## src/rtl/uart_pkg.sv

```systemverilog
// Shared constants, state encodings and elaboration-time helpers for the UART frame receiver.
package uart_pkg;

  localparam int unsigned PAR_NONE = 0;
  localparam int unsigned PAR_ODD  = 1;
  localparam int unsigned PAR_EVEN = 2;

  // Widest character the receiver supports; narrower characters are zero-extended.
  localparam int unsigned MAX_DATA_BITS = 9;

  typedef enum logic [2:0] {
    RX_IDLE  = 3'd0,
    RX_START = 3'd1,
    RX_DATA  = 3'd2,
    RX_PAR   = 3'd3,
    RX_STOP  = 3'd4
  } rx_state_t;

  typedef enum logic [1:0] {
    F_EMPTY = 2'd0,
    F_FILL  = 2'd1,
    F_HOLD  = 2'd2
  } frame_state_t;

  // Clocks per oversample tick, truncated, never below one.
  function automatic int unsigned calc_div(input int unsigned clk_hz,
                                           input int unsigned baud,
                                           input int unsigned oversample);
    int unsigned d;
    d = clk_hz / (baud * oversample);
    return (d == 0) ? 1 : d;
  endfunction

  // Ticks of continuous line idle that close an open frame.
  function automatic int unsigned calc_idle_ticks(input int unsigned idle_chars,
                                                  input int unsigned data_bits,
                                                  input int unsigned parity,
                                                  input int unsigned oversample);
    int unsigned bits;
    bits = 2 + data_bits + ((parity != PAR_NONE) ? 1 : 0);
    return idle_chars * bits * oversample;
  endfunction

  // Counter width able to hold 0..v-1, at least one bit.
  function automatic int unsigned clog2_min1(input int unsigned v);
    return (v < 2) ? 1 : $clog2(v);
  endfunction

  // True when the received parity bit disagrees with the configured parity.
  function automatic logic parity_bad(input logic [MAX_DATA_BITS-1:0] data,
                                      input logic                     par_bit,
                                      input int unsigned              parity);
    logic ones_odd;
    ones_odd = (^data) ^ par_bit;
    if (parity == PAR_ODD)  return ~ones_odd;
    if (parity == PAR_EVEN) return ones_odd;
    return 1'b0;
  endfunction

endpackage

```

## src/rtl/uart_rx_core.sv

```systemverilog
// Serial front end: line synchroniser, oversample tick divider and per-bit receive FSM.
module uart_rx_core
  import uart_pkg::*;
#(
  parameter int unsigned CLK_HZ     = 125000000,
  parameter int unsigned BAUD       = 115200,
  parameter int unsigned OVERSAMPLE = 16,
  parameter int unsigned DATA_BITS  = 8,
  parameter int unsigned PARITY     = 0
) (
  input  logic                 clk,
  input  logic                 rst_n,
  input  logic                 rx_async,
  output logic                 tick_c,
  output logic                 rx_idle_c,
  output logic                 char_valid_c,
  output logic                 frame_err_c,
  output logic                 parity_err_c,
  output logic [DATA_BITS-1:0] char_data
);

  localparam int unsigned DIV   = calc_div(CLK_HZ, BAUD, OVERSAMPLE);
  localparam int unsigned DIV_W = clog2_min1(DIV);
  localparam int unsigned OS_W  = clog2_min1(OVERSAMPLE);
  localparam int unsigned HALF  = OVERSAMPLE / 2;
  localparam int unsigned IDX_W = 4;

  logic [1:0]           sync_q;
  logic                 rx_s;
  logic [DIV_W-1:0]     div_cnt;
  rx_state_t            state;
  logic [OS_W-1:0]      tcnt;
  logic [IDX_W-1:0]     bit_idx;
  logic [DATA_BITS-1:0] shreg;
  logic                 par_q;
  logic                 sample_mid;
  logic                 sample_full;
  logic                 stop_tick;
  logic                 par_err;

  assign rx_s = sync_q[1];

  // Two-flop synchroniser; resets to the idle-high line level.
  always_ff @(posedge clk or negedge rst_n) begin
    if (!rst_n) begin
      sync_q <= 2'b11;
    end else begin
      sync_q <= {sync_q[0], rx_async};
    end
  end

  // Free-running divider producing one tick every DIV clocks.
  always_ff @(posedge clk or negedge rst_n) begin
    if (!rst_n) begin
      div_cnt <= '0;
    end else if (div_cnt == DIV_W'(DIV - 1)) begin
      div_cnt <= '0;
    end else begin
      div_cnt <= div_cnt + 1'b1;
    end
  end

  assign tick_c      = (div_cnt == DIV_W'(DIV - 1));
  assign sample_mid  = tick_c && (tcnt == OS_W'(HALF - 1));
  assign sample_full = tick_c && (tcnt == OS_W'(OVERSAMPLE - 1));

  // Bit FSM: start qualification at mid-bit, then one sample per bit period.
  always_ff @(posedge clk or negedge rst_n) begin
    if (!rst_n) begin
      state   <= RX_IDLE;
      tcnt    <= '0;
      bit_idx <= '0;
      shreg   <= '0;
      par_q   <= 1'b0;
    end else begin
      case (state)
        RX_IDLE: begin
          if (!rx_s) begin
            state <= RX_START;
            tcnt  <= '0;
          end
        end
        RX_START: begin
          if (sample_mid) begin
            tcnt    <= '0;
            bit_idx <= '0;
            state   <= rx_s ? RX_IDLE : RX_DATA;
          end else if (tick_c) begin
            tcnt <= tcnt + 1'b1;
          end
        end
        RX_DATA: begin
          if (sample_full) begin
            tcnt  <= '0;
            shreg <= {rx_s, shreg[DATA_BITS-1:1]};
            if (bit_idx == IDX_W'(DATA_BITS - 1)) begin
              state <= (PARITY != PAR_NONE) ? RX_PAR : RX_STOP;
            end else begin
              bit_idx <= bit_idx + 1'b1;
            end
          end else if (tick_c) begin
            tcnt <= tcnt + 1'b1;
          end
        end
        RX_PAR: begin
          if (sample_full) begin
            tcnt  <= '0;
            par_q <= rx_s;
            state <= RX_STOP;
          end else if (tick_c) begin
            tcnt <= tcnt + 1'b1;
          end
        end
        RX_STOP: begin
          if (sample_full) begin
            tcnt  <= '0;
            state <= RX_IDLE;
          end else if (tick_c) begin
            tcnt <= tcnt + 1'b1;
          end
        end
        default: begin
          state <= RX_IDLE;
          tcnt  <= '0;
        end
      endcase
    end
  end

  // Stop-bit verdict; a low stop bit takes precedence over a parity mismatch.
  assign stop_tick    = (state == RX_STOP) && sample_full;
  assign par_err      = parity_bad(MAX_DATA_BITS'(shreg), par_q, PARITY);
  assign frame_err_c  = stop_tick && !rx_s;
  assign parity_err_c = stop_tick && rx_s && par_err;
  assign char_valid_c = stop_tick && rx_s && !par_err;
  assign rx_idle_c    = (state == RX_IDLE);
  assign char_data    = shreg;

endmodule

```

## src/rtl/uart_frame_rx.sv

```systemverilog
// UART frame receiver: buffers accepted characters into block memory and hands off whole frames.
module uart_frame_rx
  import uart_pkg::*;
#(
  parameter int unsigned CLK_HZ     = 125000000,
  parameter int unsigned BAUD       = 115200,
  parameter int unsigned OVERSAMPLE = 16,
  parameter int unsigned DATA_BITS  = 8,
  parameter int unsigned PARITY     = 0,
  parameter int unsigned ADDR_W     = 10,
  parameter int unsigned IDLE_CHARS = 2
) (
  input  logic                 i_clk,
  input  logic                 i_reset,
  input  logic                 i_uart_rx,
  input  logic                 i_release,
  output logic                 o_mem_en,
  output logic                 o_mem_wen,
  output logic [ADDR_W-1:0]    o_mem_waddr,
  output logic [DATA_BITS-1:0] o_mem_wdata,
  output logic                 o_mem_wdone,
  output logic [ADDR_W:0]      o_mem_byte,
  output logic                 o_busy,
  output logic                 o_frame_err,
  output logic                 o_parity_err,
  output logic                 o_overflow
);

  localparam int unsigned IDLE_TICKS = calc_idle_ticks(IDLE_CHARS, DATA_BITS, PARITY, OVERSAMPLE);
  localparam int unsigned TMR_W      = clog2_min1(IDLE_TICKS + 1);
  localparam int unsigned DEPTH      = 1 << ADDR_W;

  logic                 tick_c;
  logic                 rx_idle_c;
  logic                 char_valid_c;
  logic                 frame_err_c;
  logic                 parity_err_c;
  logic [DATA_BITS-1:0] char_data;

  frame_state_t         fstate;
  logic [ADDR_W:0]      wr_cnt;
  logic [TMR_W-1:0]     idle_tmr;
  logic                 last_slot;
  logic                 idle_expired;

  uart_rx_core #(
    .CLK_HZ     (CLK_HZ),
    .BAUD       (BAUD),
    .OVERSAMPLE (OVERSAMPLE),
    .DATA_BITS  (DATA_BITS),
    .PARITY     (PARITY)
  ) u_core (
    .clk          (i_clk),
    .rst_n        (i_reset),
    .rx_async     (i_uart_rx),
    .tick_c       (tick_c),
    .rx_idle_c    (rx_idle_c),
    .char_valid_c (char_valid_c),
    .frame_err_c  (frame_err_c),
    .parity_err_c (parity_err_c),
    .char_data    (char_data)
  );

  assign last_slot    = (wr_cnt == (ADDR_W + 1)'(DEPTH - 1));
  assign idle_expired = (idle_tmr == TMR_W'(IDLE_TICKS));

  // Idle timer: restarts on every character verdict, advances on ticks while an open frame sees a quiet line.
  always_ff @(posedge i_clk or negedge i_reset) begin
    if (!i_reset) begin
      idle_tmr <= '0;
    end else if (char_valid_c || frame_err_c || parity_err_c) begin
      idle_tmr <= '0;
    end else if (fstate == F_HOLD && i_release) begin
      idle_tmr <= '0;
    end else if (fstate == F_FILL && rx_idle_c && tick_c && !idle_expired) begin
      idle_tmr <= idle_tmr + 1'b1;
    end
  end

  // Frame FSM with registered memory port, completion, count and status outputs.
  always_ff @(posedge i_clk or negedge i_reset) begin
    if (!i_reset) begin
      fstate       <= F_EMPTY;
      wr_cnt       <= '0;
      o_mem_en     <= 1'b0;
      o_mem_wen    <= 1'b0;
      o_mem_waddr  <= '0;
      o_mem_wdata  <= '0;
      o_mem_wdone  <= 1'b0;
      o_mem_byte   <= '0;
      o_busy       <= 1'b0;
      o_frame_err  <= 1'b0;
      o_parity_err <= 1'b0;
      o_overflow   <= 1'b0;
    end else begin
      o_mem_en     <= 1'b0;
      o_mem_wen    <= 1'b0;
      o_mem_wdone  <= 1'b0;
      o_overflow   <= 1'b0;
      o_frame_err  <= frame_err_c;
      o_parity_err <= parity_err_c;
      case (fstate)
        F_EMPTY, F_FILL: begin
          if (char_valid_c) begin
            o_mem_en    <= 1'b1;
            o_mem_wen   <= 1'b1;
            o_mem_waddr <= wr_cnt[ADDR_W-1:0];
            o_mem_wdata <= char_data;
            wr_cnt      <= wr_cnt + 1'b1;
            o_busy      <= 1'b1;
            if (last_slot) begin
              // Buffer full: the final write also closes the frame.
              o_mem_wdone <= 1'b1;
              o_mem_byte  <= wr_cnt + 1'b1;
              fstate      <= F_HOLD;
            end else begin
              fstate <= F_FILL;
            end
          end else if (fstate == F_FILL && idle_expired) begin
            o_mem_wdone <= 1'b1;
            o_mem_byte  <= wr_cnt;
            fstate      <= F_HOLD;
          end
        end
        F_HOLD: begin
          // Held frame is untouchable; a concurrent character is dropped even when released.
          if (char_valid_c) begin
            o_overflow <= 1'b1;
          end
          if (i_release) begin
            fstate     <= F_EMPTY;
            wr_cnt     <= '0;
            o_mem_byte <= '0;
            o_busy     <= 1'b0;
          end
        end
        default: begin
          fstate <= F_EMPTY;
          wr_cnt <= '0;
          o_busy <= 1'b0;
        end
      endcase
    end
  end

endmodule

```

## config.mk

```make
export PLATFORM = sky130hd
export DESIGN_NAME = uart_frame_rx
export DESIGN_NICKNAME = d
export VERILOG_FILES = /design/src/rtl/uart_pkg.sv /design/src/rtl/uart_rx_core.sv /design/src/rtl/uart_frame_rx.sv
export SDC_FILE = /design/constraint.sdc
export NUM_CORES = 1
export LEC_CHECK = 0
export CAP_MARGIN = 10
export CORE_ASPECT_RATIO = 0.75
export CORE_MARGIN = 2
export CORE_UTILIZATION = 31
export DETAILED_ROUTE_END_ITERATION = 8
export PLACE_DENSITY = 0.52
export REMOVE_ABC_BUFFERS = 1
export SYNTH_ARGS = -nofsm -noshare
export SYNTH_HDL_FRONTEND = slang
export SYNTH_HIERARCHICAL = 1
export SYNTH_SLANG_ARGS = --single-unit
```

## constraint.sdc

```tcl
create_clock -name i_clk -period 5.5 [get_ports i_clk]
set_clock_uncertainty 0.2 [all_clocks]
set_input_delay 1.1 -clock i_clk [delete_from_list [all_inputs] [get_ports i_clk]]
set_output_delay 1.1 -clock i_clk [all_outputs]
set_load 0.01 [all_outputs]
```

=== Word-level counts from Yosys, hierarchy flattened ===
Index checks and enable logic that the tools add are counted.

* Bits in latches: 0
* Word-level logic and storage cells: 115
* Memory bits (writable): 0
* Bits of input ports: 4
* Register bits: 84
* Output and inout bits: 36
* ROM bits: 0
* Memories: 0

* $lt $le $gt $ge: 0
* Mux-type cells: 43
* $mul: 0
* Bitwise operators: 0
* Div/mod/pow operators: 0
* Add/subtract/negate cells: 5
* Shift operators: 0
* Equal/unequal tests: 23
* Reductions and logical operators: 27

{| class="wikitable"
|+ Operators by type and width
! operator !! count
|-
| 11-bit two-way mux || 5
|-
| 11-bit one-hot mux with 2 select lines || 2
|-
| 4-bit two-way mux || 7
|-
| 9-bit two-way mux || 3
|-
| 3-bit two-way mux || 6
|-
| 3-bit one-hot mux with 5 select lines || 1
|-
| 4-bit one-hot mux with 3 select lines || 1
|-
| 11-bit by 1-bit adder with 11-bit output (second input constant) || 1
|-
| 11-bit by 10-bit equality test with 1-bit output (second input constant) || 1
|-
| 1-bit logical AND || 10
|-
| 2-bit two-way mux || 5
|-
| 2-bit by 1-bit inequality test with 1-bit output (second input constant) || 5
|-
| 9-bit by 1-bit adder with 9-bit output (second input constant) || 1
|-
| 9-bit equality test (second input constant) || 1
|-
| 1-bit two-way mux || 9
|-
| 4-bit by 1-bit adder with 4-bit output (second input constant) || 2
|-
| 4-bit by 3-bit equality test with 1-bit output (second input constant) || 2
|-
| 2-bit inequality test (second input constant) || 4
|-
| 4-bit one-hot mux with 2 select lines || 1
|-
| 2-bit AND reduction || 4
|-
| 4-bit AND reduction || 2
|-
| 7-bit by 1-bit adder with 7-bit output (second input constant) || 1
|-
| 7-bit equality test (second input constant) || 1
|-
| 7-bit two-way mux || 1
|-
| 18 further kinds || 22
|}

=== Longest topological paths before layout ===
Gate-level depths: netlist of the first run.

* Word-level depth: 7
* Gate-level depth with buffers: 14
* Gate-level depth less buffers: 10

=== Cells and area by module ===
Netlist of the first run, hierarchy kept.

{| class="wikitable"
|+ By module, submodules not included
! module !! cells each !! sequential area each (um^2) !! area an instance (um^2) !! times used
|-
| uart_frame_rx || 281 || 1,426.4 || 2,720.1 || 1
|-
| uart_rx_core || 123 || 703.2 || 1,451.4 || 1
|}

=== Worst setup path after synthesis of the first run ===
OpenSTA, ideal clock, no wires.

* Kind: reg-to-reg
* Start point: register u_core.div_cnt[0]
* End point: register o_mem_byte[1]
* Stages on the path, launching flop included: 13
* Setup time: 80 ps
* Path buffers: 3
* Required time: 5,220 ps
* Arrival: 2,577 ps
* Path slack: 2,644 ps
* Period minus slack after synthesis: 2,856 ps
* Cells stage by stage: dfrtp_1 > inv_1 > ha_1 > nor4b_4 > and3_2 > buf_4 > and4_1 > buf_2 > or3b_2 > nor4_1 > a21oi_1 > buf_4 > o22ai_2

* Longest elaborated chain between the ends: 6
* Elaborated cells between the ends (all ways): 9
* Those cells by class: 3 x eq/ne; 2 x mux; 4 x reduce/logical

{| class="wikitable"
|+ RTL lines
! element !! line !! source
|-
| start: declaration || uart_rx_core.sv:30 || <nowiki>logic [DIV_W-1:0] div_cnt;</nowiki>
|-
| start signal: assignment || uart_rx_core.sv:59 || <nowiki>div_cnt <= div_cnt + 1'b1;</nowiki>
|-
| 7-bit equality test (*) || uart_rx_core.sv:63 || <nowiki>assign tick_c = (div_cnt == DIV_W'(DIV - 1));</nowiki>
|-
| 1-bit logical AND (*) || uart_rx_core.sv:65 || <nowiki>assign sample_full = tick_c && (tcnt == OS_W'(OVERSAMPLE - 1));</nowiki>
|-
| 1-bit logical AND (*) || uart_rx_core.sv:131 || <nowiki>assign stop_tick = (state == RX_STOP) && sample_full;</nowiki>
|-
| 1-bit logical AND (*) || -- ||
|-
| named net char_valid_c || uart_frame_rx.sv:35 || <nowiki>logic char_valid_c;</nowiki>
|-
| 3-bit inequality test (no source line) or 11-bit two-way mux (tied branches) || -- ||
|-
| 4-bit AND reduction (no source line) or 11-bit one-hot mux with 2 select lines (tied branches) || -- ||
|-
| end signal: assignment || uart_frame_rx.sv:114 || <nowiki>o_mem_byte <= wr_cnt + 1'b1;</nowiki>
|-
| end signal: assignment || uart_frame_rx.sv:121 || <nowiki>o_mem_byte <= wr_cnt;</nowiki>
|-
| end: declaration || uart_frame_rx.sv:22 || <nowiki>output logic [ADDR_W:0] o_mem_byte,</nowiki>
|}

Mark *: on every way through the listed nets, which the timed path passes. The rest lies on a longest branch.
A chain may end at the register's enable or synchronous reset.

=== Final worst setup path of the first run ===
* Start point: register u_core.div_cnt[0]
* End point: register o_mem_byte[10]

The elaborated chain is that of the path after synthesis.

==> reports/results.ini, run 1 <==
[status]
status=complete, no violations

[floorplan]
core_area_mm2=0.0131
die_x_um=138
die_h_um=104
row_count=36
die_area_mm2=0.0144
initial_core_util_pct=31.9
design.portCount=40

[final_layout]
multi_input_area_mm2=0.00183
drive_gt1_share_pct=12.1
antenna_cells=0
syn2layout_area_growth_pct=18.1
seq_area_mm2=0.00213
final_cell_mix=dfrtp_1, nand2_1, clkdlybuf4s50_1
fill_cells=1302
final_common_cell=dfrtp_1
nNetsFinal=446

[worst_setup_path]
crit_path_start=u_core/div_cnt[0]
critical_path_class=reg2reg
cp.required_ns=5.51
crit_arrival_ns=3.69
critPathCaptureType=register
cp-start-kind=register
crit_fanout=35
r2r_slack_ns=1.82
reg2reg_from=u_core/div_cnt[0]

[clocking]
clockRootBuffer=clkbuf_16
clk_latency_ns=0.34
ctsResizeCount=0
cts_tree=built
htree_levels=3
cts_sinks=85
post-cts-setup-buffer-count=0
cts_hold_buf=0
cts.path.max_buffers=2
cts.reportedPaths.clkPinSlew_ns=0.06
cts_buffers=9

[placement]
place_ws_ns=1.78
gp_congestion=0.793
io_buffers=39
dpl.hpwl_um=5840

[timing]
relSlewSlack_pct=28.9
drv_slew=0
period_share_pct=66.9
worst_pin_slew_ns=1.07
hold_violations=0
rsz0062_at_grt=false
tns_ns=0
setup_ws_ns=1.82
fmax_mhz=272
setup-violations-final=0
fin_crit_ns=3.68

[route]
avgViaCountPerCell=4.77
first_iter_violations=177
drc_errors=0
drtPass1Iterations=4
dr_total_vias=2910
drt-wirelength-per-cell_um=14.1
antenna_left=0
wl_um=8600

[logic_synthesis]
synth_top_area_share_pct=49.8
avgSynthCellArea_um2=10.3
synth_area_leader_cell=dfrtp_1
synth_enable_flop_cells=0
syn_area_mm2=0.00417
synth_ff_type=dfrtp_1
ys_ff_latch=85
yosysWarnings=6
synthTopCellsByArea=dfrtp_1, nand2_1, xnor2_1
synthArstFlopShare_pct=100
ys_types=67
syn-instance-count=404
ys_seq_area_share_pct=51.0

[power_and_ir_drop]
vdd_drop_max_uv=145
power.density_mw_per_mm2=243
leakage_nw=2.21

[grt]
grt_remaining_overflow=0
grt_pass1_wl_um=14800
groute.usage.overall_pct=13.2
grt_pass1_vias=2880
antenna_found_initial=0
grt_max_degree=86

[worst_hold_path]
hp-start=u_core/sync_q[0]
min_path_type=reg2reg

[job]
maxCapViolCount=0

[layer usage]
layer	vias up	GRT usage, %	part of all wire [%]
met5	-	0	0
met3	9	5.26	5.0
met2	54	17.4	41
met4	0	2.84	1.0
met1	1399	20.1	53
li1	1448	-	-
[synthesized netlist by cell type, types with 3 or more instances]
| master | n |
|---|---|
| xor2_1 | 9 |
| nor2_1 | 25 |
| mux2_1 | 3 |
| a22o_1 | 3 |
| nand3_1 | 12 |
| buf_4 | 6 |
| xnor2_1 | 15 |
| mux2_2 | 6 |
| mux2i_1 | 3 |
| nand2b_1 | 3 |
| dfrtp_1 | 83 |
| clkbuf_1 | 10 |
| nor4_1 | 7 |
| nand2_1 | 73 |
| nor3_1 | 6 |
| nand4_1 | 8 |
| o211ai_1 | 5 |
| o21ai_0 | 17 |
| and2_1 | 3 |
| mux2_4 | 4 |
| o22ai_2 | 8 |
| ha_1 | 7 |
| a21oi_1 | 8 |
| or3_1 | 4 |
| inv_1 | 22 |
[layout make-up]
type	instances	area share, %
tap	171	4.34
clock inverter	4	0.508
sequential	85	43.2
multi-input combinational	275	37.1
timing repair buffer	41	8.17
inverter	23	1.75
clock buffer	11	4.93
[logic make-up after synthesis]
logic type | after synthesis | synth area share [%]
and+or+nand+nor | 167 | 21.1
DFF | 85 | 51.0
AOI/OAI and AO/OA | 60 | 10.9
buffers and inverters | 44 | 5.13
xor gates and xnor gates | 24 | 5.04
muxes | 16 | 4.59
adders and majority gates | 7 | 2.10
other | 1 | 0.0899
[critical path, stage by stage, from the launching register on]
cell	delay, ns
dfrtp_1	0.42
inv_1	0.07
ha_1	0.14
nor4b_4	0.31
and3_2	0.35
and4_1	0.48
nand2b_1	0.10
buf_4	0.26
inv_2	0.37
a21o_1	0.13
o22a_2	0.34
mux2_1	0.35
[sequential cells by signal, summed over array words and instances, names as in the netlist]
register,cells
u_core/char_data,8
fstate,2
o_parity_err,1
u_core/sync_q,2
o_mem_byte,11
o_busy,1
wr_cnt,11
idle_tmr,9
o_mem_waddr,10
u_core/tcnt,4
u_core/div_cnt,7
o_frame_err,1
o_mem_wen,1
o_mem_wdone,1
o_mem_wdata,8
u_core/bit_idx,4
o_overflow,1
u_core/state,3
[final timing paths]
check | end | cells after the start
worst max-delay path | o_mem_byte[10] | 11
worst min-delay path | u_core/sync_q[1] | 0
worst max register to register | o_mem_byte[10] | 11
worst min register to register | u_core/sync_q[1] | 0
max in group asynchronous | idle_tmr[5] | 1
min in group asynchronous | u_core/char_data[2] | 1
[power by group]
part           switching, mW  total (mW)  leakage (nW)  internal, mW
Combinational         0.0140      0.0168         0.973       0.00282
Clock                  0.238       0.552         0.127         0.314
Sequential          0.000866       0.628          1.11         0.627
[stage by stage]
step	hold slack, ns	utilization, %	power (mW)	area (um^2)	std cells
after floorplan	0.145	-	0.641	4040	383
after global placement	0.147	35.6	0.657	4650	594
after detailed placement	0.154	35.6	0.658	4650	594
after CTS	0.163	37.7	1.22	4920	609
after global routing	0.165	37.7	1.25	4930	610
final	0.161	37.7	1.20	4930	610
(Power assumes the default switching activity.)
==> run 2, diff against run 1 <==
clock period = 3.6 ns   (was 5.5 ns; I/O delays follow)
==> run 2 against run 1 <==
Against the previous run:
- flip-flop and latch count unchanged
- critical path depth decreased by 3
- combinational power increased by 56%
- sequential power increased by 53%
- clock power increased by 94%
- first-iteration DRC count decreased by 21%
- maximum frequency increased by 16%
- sequential share of layout area decreased by 0.85 points
- critical path type unchanged
- critical endpoint is now fstate[1]
==> reports/results.ini, run 2 (synthesis gave the netlist of run 1 again) <==
[status]
status=complete, no violations

[timing]
setup-violations-final=0
setup_ws_ns=0.426
tns_ns=0
period_share_pct=88.2
hold_violations=0
rsz0062_at_grt=false
worst_pin_slew_ns=1.10
relSlewSlack_pct=26.4
fmax_mhz=315
fin_crit_ns=3.17
drv_slew=0

[grt]
antenna_found_initial=0
groute.usage.overall_pct=13.1
grt_pass1_wl_um=14900
grt_max_degree=86
grt_remaining_overflow=0
grt_pass1_vias=2964

[final_layout]
nNetsFinal=448
reg_top3=o_mem_byte: 11 flops, wr_cnt: 11 flops, o_mem_waddr: 10 flops
final_common_cell=dfrtp_1
syn2layout_area_growth_pct=20.5
final_cells=613
antenna_cells=0
final_util_pct=38.5
drive_gt1_share_pct=12.7
final_cell_mix=dfrtp_1, nand2_1, clkdlybuf4s50_1

[placement]
place_ws_ns=0.362
io_buffers=39
gp_congestion=0.813
dpl.hpwl_um=5970
place_inst=597

[power_and_ir_drop]
leakage_nw=2.26
vdd_drop_max_uv=199
pwr-share-comb_pct=1.3
power.density_mw_per_mm2=410
sw_frac_of_total_pct=18.6
seqPwrFrac_pct=46.6
finalPower_mw=2.06
clock_power_share_pct=52.2
internal-power_mw=1.68
switchingPower_mw=0.383

[worst_setup_path]
r2r_cells=8
critical_path_class=reg2reg
crit_arrival_ns=3.13
r2r_end=fstate[1]
crit_fanout=11
reg2reg_from=u_core/div_cnt[0]
cp-start-kind=register
r2r_slack_ns=0.43
cp.required_ns=3.56
critPathCaptureType=register

[floorplan]
die_area_mm2=0.0144
row_count=36
die_h_um=104
core_area_mm2=0.0131
initial_core_util_pct=31.9
design.portCount=40
die_x_um=138

[clocking]
ctsResizeCount=0
cts_sinks=85
htree_levels=3
clk_latency_ns=0.34
cts.path.max_buffers=2
cts_hold_buf=0
cts_buffers=9
post-cts-setup-buffer-count=0
cts.reportedPaths.clkPinSlew_ns=0.06
clockRootBuffer=clkbuf_16
cts_tree=built

[job]
maxCapViolCount=0

[worst_hold_path]
hp-start=u_core/sync_q[0]
holdPathEnd=u_core/sync_q[1]
whs_path_depth=0
min_path_type=reg2reg

[route]
drc_errors=0
antenna_left=0
first_iter_violations=140
avgViaCountPerCell=4.83
drt-wirelength-per-cell_um=14.1
drtPass1Iterations=4
dr_total_vias=2960
wl_um=8630

[run 2: cell count changes in the layout (fill, tap and decap cells not counted), sizes merged]
cell	before	now
clkbuf	11	12
buf	3	5
bufinv	0	3
clkinv	2	1
clkinvlp	2	0
[run 2: area by class of cell]
| class | instances | area (um^2) |
|---|---|---|
| Fill cell | 1314 | 8040 |
| Clock inverter | 4 | 95.1 |
| Tap cell | 171 | 214 |
| Inverter | 23 | 86.3 |
| Multi-Input combinational cell | 275 | 1830 |
| Clock buffer | 12 | 256 |
| Sequential cell | 85 | 2130 |
| Timing Repair Buffer | 43 | 418 |
[run 2: worst max-delay path by stage]
stage	slack, ns	startpoint	end	cells past startpoint
global route	0.12	u_core/div_cnt[0]	fstate[1]	8
finish	0.43	u_core/div_cnt[0]	fstate[1]	8
CTS	0.38	u_core/div_cnt[0]	fstate[1]	8
detailed placement	0.36	u_core/div_cnt[0]	fstate[1]	8
global placement	0.49	u_core/div_cnt[0]	fstate[1]	8
floorplan	0.06	u_core/div_cnt[0]	o_mem_byte[10]	10
[run 2: stage by stage]
stage | hold slack, ns | instance area [um^2]
after floorplan | 0.145 | 4040
after global placement | 0.145 | 4680
after detailed placement | 0.147 | 4680
after CTS | 0.156 | 5030
after global routing | 0.159 | 5030
final | 0.157 | 5030
[run 2: metal layers]
layer  vias to the layer above  share of wire [%]  GRT usage, %
li1                       1453                  -             -
met1                      1450                 53          20.0
met2                        49                 42          18.0
met3                         8                4.0          3.61
met4                         0                1.0          3.72
met5                         -                  0             0
[run 2: critical path, cell delays in order (launching register included)]
cell     delay [ns]
dfrtp_1        0.42
inv_1          0.07
ha_1           0.14
nor4b_4        0.28
and3_2         0.34
and4_1         0.34
inv_1          0.14
a21oi_1        0.86
o21ai_0        0.20
[run 2: power groups by stage]
stage,clock network [mW],logic (mW),registers (mW)
2_1_floorplan,0,0.00216,0.977
3_3_place_gp,0,0.0278,0.977
3_5_place_dp,0,0.0280,0.977
4_1_cts,1.10,0.0281,0.959
5_1_grt,1.14,0.0310,0.959
6_report,1.07,0.0262,0.959
==> run 3, diff against run 2 <==
MAX_ROUTING_LAYER = met4   (was not set)
==> run 3 against run 2 <==
Against the previous run:
- critical endpoint is now o_mem_byte[0]
- first-iteration DRC count is 2.9% higher
- flip-flop and latch count unchanged
- global-route usage increased by 0.36 points
- sequential share of layout area unchanged
- routed wire length rose by 0.29%
- register-to-register slack about the same
- combinational power is essentially flat
- hold slack about the same
- core utilization did not move
- count of clock-buffer cells in the layout did not move
- design area unchanged
- non-clock buffer count unchanged
==> reports/results.ini, run 3 (synthesis gave the netlist of run 1 again) <==
[status]
status=complete, no violations

[worst_setup_path]
reg2reg_from=u_core/div_cnt[0]
r2r_slack_ns=0.44
cp-start-kind=register
r2r_end=o_mem_byte[0]
path_cells=inv_1, ha_1, nor4b_4, and3_2, and4_1, or3b_2, nor4_1, a21oi_1, o22ai_1
critPathSlowestCell=or3b_2
path_delay_family=simple AND/OR/NAND/NOR gates
critPathCaptureType=register
crit_end=o_mem_byte[0]
crit_path_start=u_core/div_cnt[0]
critical_path_class=reg2reg
crit_arrival_ns=3.21
critPathBufInv=1
crit_cells=9
cp.required_ns=3.64
crit_fanout=11
slowest_delay_ns=0.47
r2r_cells=9

[clocking]
ctsResizeCount=0
cts.path.max_buffers=2
post-cts-setup-buffer-count=0
cts_sinks=85
cts_hold_buf=0
clockRootBuffer=clkbuf_16
cts_tree=built
htree_levels=3
cts.reportedPaths.clkPinSlew_ns=0.06
clk_latency_ns=0.34
cts_buffers=9

[route]
drtPass1Iterations=4
dr_total_vias=2959
avgViaCountPerCell=4.83
wl_um=8660
antenna_left=0
first_iter_violations=144
drt-wirelength-per-cell_um=14.1
drc_errors=0

[floorplan]
die_area_mm2=0.0144
die_x_um=138
design.portCount=40
core_area_mm2=0.0131
die_h_um=104
row_count=36
initial_core_util_pct=31.9

[timing]
period_share_pct=87.9
drv_slew=0
fmax_mhz=316
tns_ns=0
timing.hold.ws_ns=0.157
fin_crit_ns=3.16
worst_pin_slew_ns=1.09
rsz0062_at_grt=false
relSlewSlack_pct=27.0
setup-violations-final=0
hold_violations=0
setup_ws_ns=0.436

[final_layout]
antenna_cells=0
syn2layout_area_growth_pct=20.5
final_common_cell=dfrtp_1
reg_top3=o_mem_byte: 11 flops, wr_cnt: 11 flops, o_mem_waddr: 10 flops
final_cell_mix=dfrtp_1, nand2_1, clkdlybuf4s50_1
nNetsFinal=448
final_util_pct=38.5
drive_gt1_share_pct=12.7
design_area_mm2=0.00503

[worst_hold_path]
hp-start=u_core/sync_q[0]
min_path_type=reg2reg

[placement]
io_buffers=39
dpl.hpwl_um=5970
gp_congestion=0.825
place_ws_ns=0.362
place_area_mm2=0.00468

[grt]
grt_pass1_vias=2959
grt_remaining_overflow=0
grt_pass1_wl_um=15000
groute.usage.overall_pct=13.5
grt_max_degree=86
antenna_found_initial=0

[job]
maxCapViolCount=0

[power_and_ir_drop]
vdd_drop_max_uv=197
leakage_nw=2.26
power.density_mw_per_mm2=410

## run 3: how the worst min path moves through the flow
stage	end	slack, ns	cells after the start
6_report	u_core/sync_q[1]	0.16	0
2_1_floorplan	u_core/sync_q[1]	0.15	0
3_3_place_gp	u_core/sync_q[1]	0.15	0
3_5_place_dp	u_core/sync_q[1]	0.15	0
4_1_cts	u_core/sync_q[1]	0.16	0
5_1_grt	u_core/sync_q[1]	0.16	0
## run 3: layout make-up
cell class | count | area, um^2
Fill cell | 1314 | 8040
Sequential cell | 85 | 2130
Multi-Input combinational cell | 275 | 1830
Timing Repair Buffer | 43 | 418
Clock buffer | 12 | 256
Tap cell | 171 | 214
Clock inverter | 4 | 95.1
Inverter | 23 | 86.3
## run 3: power breakdown
part | switching [mW] | leakage [nW] | total (mW) | internal, mW
combinational | 0.0219 | 0.984 | 0.0262 | 0.00431
sequential | 0.00130 | 1.11 | 0.959 | 0.958
clock | 0.359 | 0.173 | 1.07 | 0.715
## run 3: per-layer routing
metal	vias up	track usage [%]	share of wire [%]
met1	1440	19.9	54
met3	9	3.61	4.1
met5	-	-	0
met2	57	18.1	41
li1	1453	-	-
met4	0	3.72	0.92
## run 3: through the flow
| stage | total power, mW | cells |
|---|---|---|
| after floorplan | 0.979 | 383 |
| after global placement | 1.00 | 597 |
| after detailed placement | 1.00 | 597 |
| after CTS | 2.09 | 613 |
| after global routing | 2.13 | 613 |
| final | 2.06 | 613 |
